### src/rtl/draw_ctrl.sv
// Frame draw sequencer (BG -> per-tick pacman/win/over/exit); DRAW_WATCHDOG_EN adds a per-draw abort timer.
// One-cycle latency: all outputs registered, starts pulse on DRAW entry; no backpressure beyond drawer done pulses.
module draw_ctrl #(
  parameter logic [15:0] WDT_CYCLES = 16'd40000
) (
  input  logic       clock,
  input  logic       reset,
  input  logic       go,
  input  logic       frame_tick,
  input  logic       quit,
  input  logic       game_over,
  input  logic       win,
  input  logic       bg_done,
  input  logic       pacman_done,
  input  logic       win_done,
  input  logic       over_done,
  input  logic       exit_done,
  output logic       bg_start,
  output logic       pacman_start,
  output logic       win_start,
  output logic       over_start,
  output logic       exit_start,
  output logic [2:0] MuxSelect,
  output logic       plot_en,
  output logic       busy,
  output logic       frame_overrun,
  output logic       wdt_error
);

  typedef enum logic [2:0] {
    IDLE, DRAW_BG, WAIT_TICK, DRAW_PAC, DRAW_WIN, DRAW_OVER, DRAW_EXIT, HALT
  } state_t;

  function automatic logic is_draw(input state_t s);
    return (s == DRAW_BG) || (s == DRAW_PAC) || (s == DRAW_WIN) ||
           (s == DRAW_OVER) || (s == DRAW_EXIT);
  endfunction

  state_t     state_q, state_d;
  state_t     enter_st, finish_st;
  logic [2:0] mux_q, mux_d;
  logic [4:0] start_q, start_d;   // {bg, pacman, win, over, exit}
  logic       active_q, active_d;
  logic       overrun_q, overrun_d;
  logic       enter;
  logic       done_sel;
  logic       done_ok;

`ifdef DRAW_WATCHDOG_EN
  logic [15:0] wdt_cnt_q, wdt_cnt_d;
  logic        wdt_err_q, wdt_err_d;
`else
  logic [15:0] wdt_cfg_unused;
  assign wdt_cfg_unused = WDT_CYCLES;
`endif

  always_comb begin
    state_d   = state_q;
    mux_d     = mux_q;
    start_d   = '0;
    overrun_d = overrun_q;
    enter     = 1'b0;
    enter_st  = DRAW_BG;
`ifdef DRAW_WATCHDOG_EN
    wdt_cnt_d = wdt_cnt_q;
    wdt_err_d = wdt_err_q;
`endif

    case (state_q)
      DRAW_BG:   done_sel = bg_done;
      DRAW_PAC:  done_sel = pacman_done;
      DRAW_WIN:  done_sel = win_done;
      DRAW_OVER: done_sel = over_done;
      DRAW_EXIT: done_sel = exit_done;
      default:   done_sel = 1'b0;
    endcase
    // A done arriving alongside our own start pulse belongs to a previous draw.
    done_ok   = done_sel && (start_q == 5'b00000);
    finish_st = ((state_q == DRAW_BG) || (state_q == DRAW_PAC)) ? WAIT_TICK : HALT;

    case (state_q)
      IDLE, HALT: begin
        if (go) begin
          enter     = 1'b1;
          enter_st  = DRAW_BG;
          overrun_d = 1'b0;
`ifdef DRAW_WATCHDOG_EN
          wdt_err_d = 1'b0;
`endif
        end
      end
      WAIT_TICK: begin
        if (frame_tick) begin
          enter = 1'b1;
          if (quit)           enter_st = DRAW_EXIT;
          else if (game_over) enter_st = DRAW_OVER;
          else if (win)       enter_st = DRAW_WIN;
          else                enter_st = DRAW_PAC;
        end
      end
      default: begin
        if (frame_tick && ((state_q == DRAW_BG) || (state_q == DRAW_PAC)))
          overrun_d = 1'b1;
        if (done_ok) begin
          state_d = finish_st;
        end
`ifdef DRAW_WATCHDOG_EN
        else if (wdt_cnt_q + 16'd1 == WDT_CYCLES) begin
          state_d   = finish_st;
          wdt_err_d = 1'b1;
        end else begin
          wdt_cnt_d = wdt_cnt_q + 16'd1;
        end
`endif
      end
    endcase

    if (enter) begin
      state_d = enter_st;
`ifdef DRAW_WATCHDOG_EN
      wdt_cnt_d = '0;
`endif
      case (enter_st)
        DRAW_BG:   begin mux_d = 3'b000; start_d = 5'b10000; end
        DRAW_PAC:  begin mux_d = 3'b001; start_d = 5'b01000; end
        DRAW_WIN:  begin mux_d = 3'b010; start_d = 5'b00100; end
        DRAW_OVER: begin mux_d = 3'b011; start_d = 5'b00010; end
        DRAW_EXIT: begin mux_d = 3'b100; start_d = 5'b00001; end
        default:   begin mux_d = mux_q; start_d = '0; end
      endcase
    end

    // plot_en and busy coincide: a watchdog abort leaves the DRAW state too.
    active_d = is_draw(state_d);
  end

  always_ff @(posedge clock or posedge reset) begin
    if (reset) begin
      state_q   <= IDLE;
      mux_q     <= 3'b000;
      start_q   <= '0;
      active_q  <= 1'b0;
      overrun_q <= 1'b0;
`ifdef DRAW_WATCHDOG_EN
      wdt_cnt_q <= '0;
      wdt_err_q <= 1'b0;
`endif
    end else begin
      state_q   <= state_d;
      mux_q     <= mux_d;
      start_q   <= start_d;
      active_q  <= active_d;
      overrun_q <= overrun_d;
`ifdef DRAW_WATCHDOG_EN
      wdt_cnt_q <= wdt_cnt_d;
      wdt_err_q <= wdt_err_d;
`endif
    end
  end

  assign bg_start      = start_q[4];
  assign pacman_start  = start_q[3];
  assign win_start     = start_q[2];
  assign over_start    = start_q[1];
  assign exit_start    = start_q[0];
  assign MuxSelect     = mux_q;
  assign plot_en       = active_q;
  assign busy          = active_q;
  assign frame_overrun = overrun_q;
`ifdef DRAW_WATCHDOG_EN
  assign wdt_error     = wdt_err_q;
`else
  assign wdt_error     = 1'b0;
`endif

endmodule

### config.mk
export PLATFORM = sky130hd
export DESIGN_NAME = draw_ctrl
export DESIGN_NICKNAME = d
export VERILOG_FILES = /design/src/rtl/draw_ctrl.sv
export SDC_FILE = /design/constraint.sdc
export NUM_CORES = 1
export LEC_CHECK = 0
export BUFFER_PORTS_ARGS = -buffer_cell sky130_fd_sc_hd__buf_2
export CAP_MARGIN = 20
export CORE_MARGIN = 1
export CORE_UTILIZATION = 39
export CTS_CLUSTER_SIZE = 25
export DETAILED_ROUTE_END_ITERATION = 10
export GPL_TIMING_DRIVEN = 0
export SYNTH_ARGS = -nofsm -noshare
export SYNTH_HDL_FRONTEND = slang
export SYNTH_SLANG_ARGS = --single-unit
### constraint.sdc
create_clock -name clock -period 2.2 [get_ports clock]
set_input_delay 0.22 -clock clock [delete_from_list [all_inputs] [get_ports clock]]
set_output_delay 0.22 -clock clock [all_outputs]
set_load 0.02 [all_outputs]
==> results.yml <==
logic_synthesis:
  ys_seq_area_share_pct: 46.3
  synthCells: 71
  ys_warn_count: 0
  ys_ff_latch: 13
  synth_cell_type_count: 32
  syn_area_um2: 703
  syn_area_per_cell_um2: 9.90
  synth_nets: 83
detailed_routing:
  first_iter_violations: 19
  routed_wl_mm: 1.56
  dr.pass1.iters: 4
  drcViolationCount: 0
  via_count: 633
  vias_per_cell: 5.19
  ant_nets: 0
  drt-wirelength-per-cell_um: 12.8
power_and_ir_drop:
  power.total_uw: 1110
  p_leak_uw: 0.000459
  combPwrFrac_pct: 53.4
  p_sw_share_pct: 42.6
  switching_power_uw: 474
  p_per_area_nw_per_um2: 1260
  pwr-share-clk_pct: 13.1
  vdd_drop_max_uv: 586
  p_seq_share_pct: 33.6
  internal_power_uw: 639
die:
  fp-row-count: 14
  fp.dieW_um: 44.5
  die_height_um: 44.5
  die_area_um2: 1980
  fp.coreArea_um2: 1590
  io_pins: 24
  initial_utilization_pct: 44.1
global_routing:
  grt_antenna_before_repair: 0
  grt_max_degree: 14
  grt_pass1_vias: 602
  grt_pass1_wl_mm: 2.59
  grt_overflow: 0
  grt_use_total_pct: 18.6
clocking:
  htreeDepth: 1
  clk_latency_ns: 0.27
  clockBufferDepth: 2
  cts_root_buffer: "clkbuf_4"
  ctsHoldBuffers: 1
  cts_tree: "yes"
  post_cts.repair.setup_buffers: 0
  numCtsBuffers: 3
  clk_pin_slew_ns: 0.08
  clock_sinks: 13
  post_cts_resized: 0
sta:
  finalSetupTns_ns: 0
  fmax_ghz: 0.590
  grt_setup_unrepaired: "no"
  tightest_slew_ns: 0.501
  skew_ns: 0.00106
  slew_violations: 0
  post-route-min-period_ns: 1.70
  hold_viol: 0
  relSlewSlack_pct: 66.6
  timing.final.crit_share_pct: 77.1
  setup_viol: 0
layout:
  fin_nets: 111
  n_antenna_cell: 0
  num-fill-cells: 153
  drive_gt1_share_pct: 34.7
  area_growth_pct: 25.1
setup_path:
  reg2reg_slack_ns: 0.50
  worstPathArrival_ns: 1.85
  cp-end-kind: "register"
  critical_path_class: "reg2reg"
  cp.required_ns: 2.35
  path_max_fanout: 3
  critPathSlowestCell: "or4_4"
  slowest_delay_ns: 0.55
  crit_family: "simple AND/OR/NAND/NOR gates"
  crit_chain: "or4_4 > o311ai_4 > o2111ai_2 > mux2i_1"
  start_kind: "register"
  cp.buffers_inverters: 0
run:
  drv_cap: 0
place:
  hpwl_mm: 1.19
  gp_congestion: 0.762
  io_buffers: 22
run_status:
  status: "finished clean"
hold_path:
  hp-class: "in2reg"
## power groups by stage
stage	logic, uW	registers [uW]	clock network [uW]
after global placement	588	373	0
after floorplan	388	429	0
after detailed placement	591	377	0
after global routing	651	385	164
after CTS	596	372	153
final	594	373	146
## metrics by stage
step,area (um^2),hold WS [ns],setup slack [ns],util (%),std cells
final,880,0.144,0.505,55.2,122
after global routing,880,0.148,0.340,55.2,122
after CTS,880,0.135,0.502,55.2,122
after detailed placement,843,0.277,0.514,52.9,117
after global placement,843,0.261,0.510,52.9,117
after floorplan,703,0.0970,0.516,-,71
## cell type report
class	count	area [um^2]	area share, %
repair buffers	23	120	13.7
well taps	24	30.0	3.41
clock buffers	4	26.3	2.99
flip-flops and latches	13	325	37.0
plain buffers	5	27.5	3.13
inverters	5	18.8	2.13
multi-input cells	48	332	37.7
## routing by layer
metal,GRT usage (%),part of all wire (%)
met1,25.3,48
met2,27.4,45
met3,2.86,5.3
met4,12.1,1.3
met5,0,0
## flip-flops by register name (all words and copies together), names as in the netlist
name	cells
busy	1
state_q	3
frame_overrun	1
start_q	5
MuxSelect	3
## worst paths after layout
path / startpoint / end / cells past startpoint
hold / removal: win / start_q[3] / 2
hold reg to reg: MuxSelect[2] / MuxSelect[2] / 1
setup reg to reg: start_q[0] / busy / 4
setup / recovery: start_q[0] / busy / 4
min in group asynchronous: reset / MuxSelect[1] / 3
max in group asynchronous: reset / state_q[2] / 3
## cell usage in the layout, fill, tap and decap left out, types with 3 or more instances in the layout
cell type / count
buf_2: 23
clkbuf_1: 3
clkbuf_4: 3
dfrtp_1: 13
inv_1: 5
mux2i_1: 3
nand2_1: 7
nand3_1: 3
nor2_1: 5
nor3_1: 4
## kinds of logic (layout without fill, tap and decap cells)
kind of cell,count (synthesis),in the layout,synth area share (%)
compound gates,13,13,16.5
buf+inv,10,37,6.58
flops,13,13,46.3
mux,5,5,7.47
other cells,1,1,0.533
simple gates,29,29,22.6
## cells in the mapped netlist, drive strengths merged
library cell	instances	area share (%)
nor4	2	1.8
nor2	5	2.7
and3	2	1.8
buf	3	2.8
a21o	1	1.1
dfrtp	13	46
clkbuf	2	1.1
nor2b	1	0.89
a21oi	2	1.4
o31a	1	1.2
nor3	4	2.8
o2111ai	1	2.1
o31ai	1	1.1
mux2i	3	4.3
conb	1	0.53
nand4bb	1	1.6
nand2	7	3.7
or4	1	1.6
a31oi	1	0.89
a2bb2oi	1	1.2
o21ai	2	1.4
inv	5	2.7
nand4	1	0.89
mux2	2	3.2
nand2b	1	0.89
a221oi	1	1.2
o311ai	1	3.7
and4bb	1	1.8
a211oi	1	1.1
nand3	3	2.1
(Power assumes the default switching activity.)
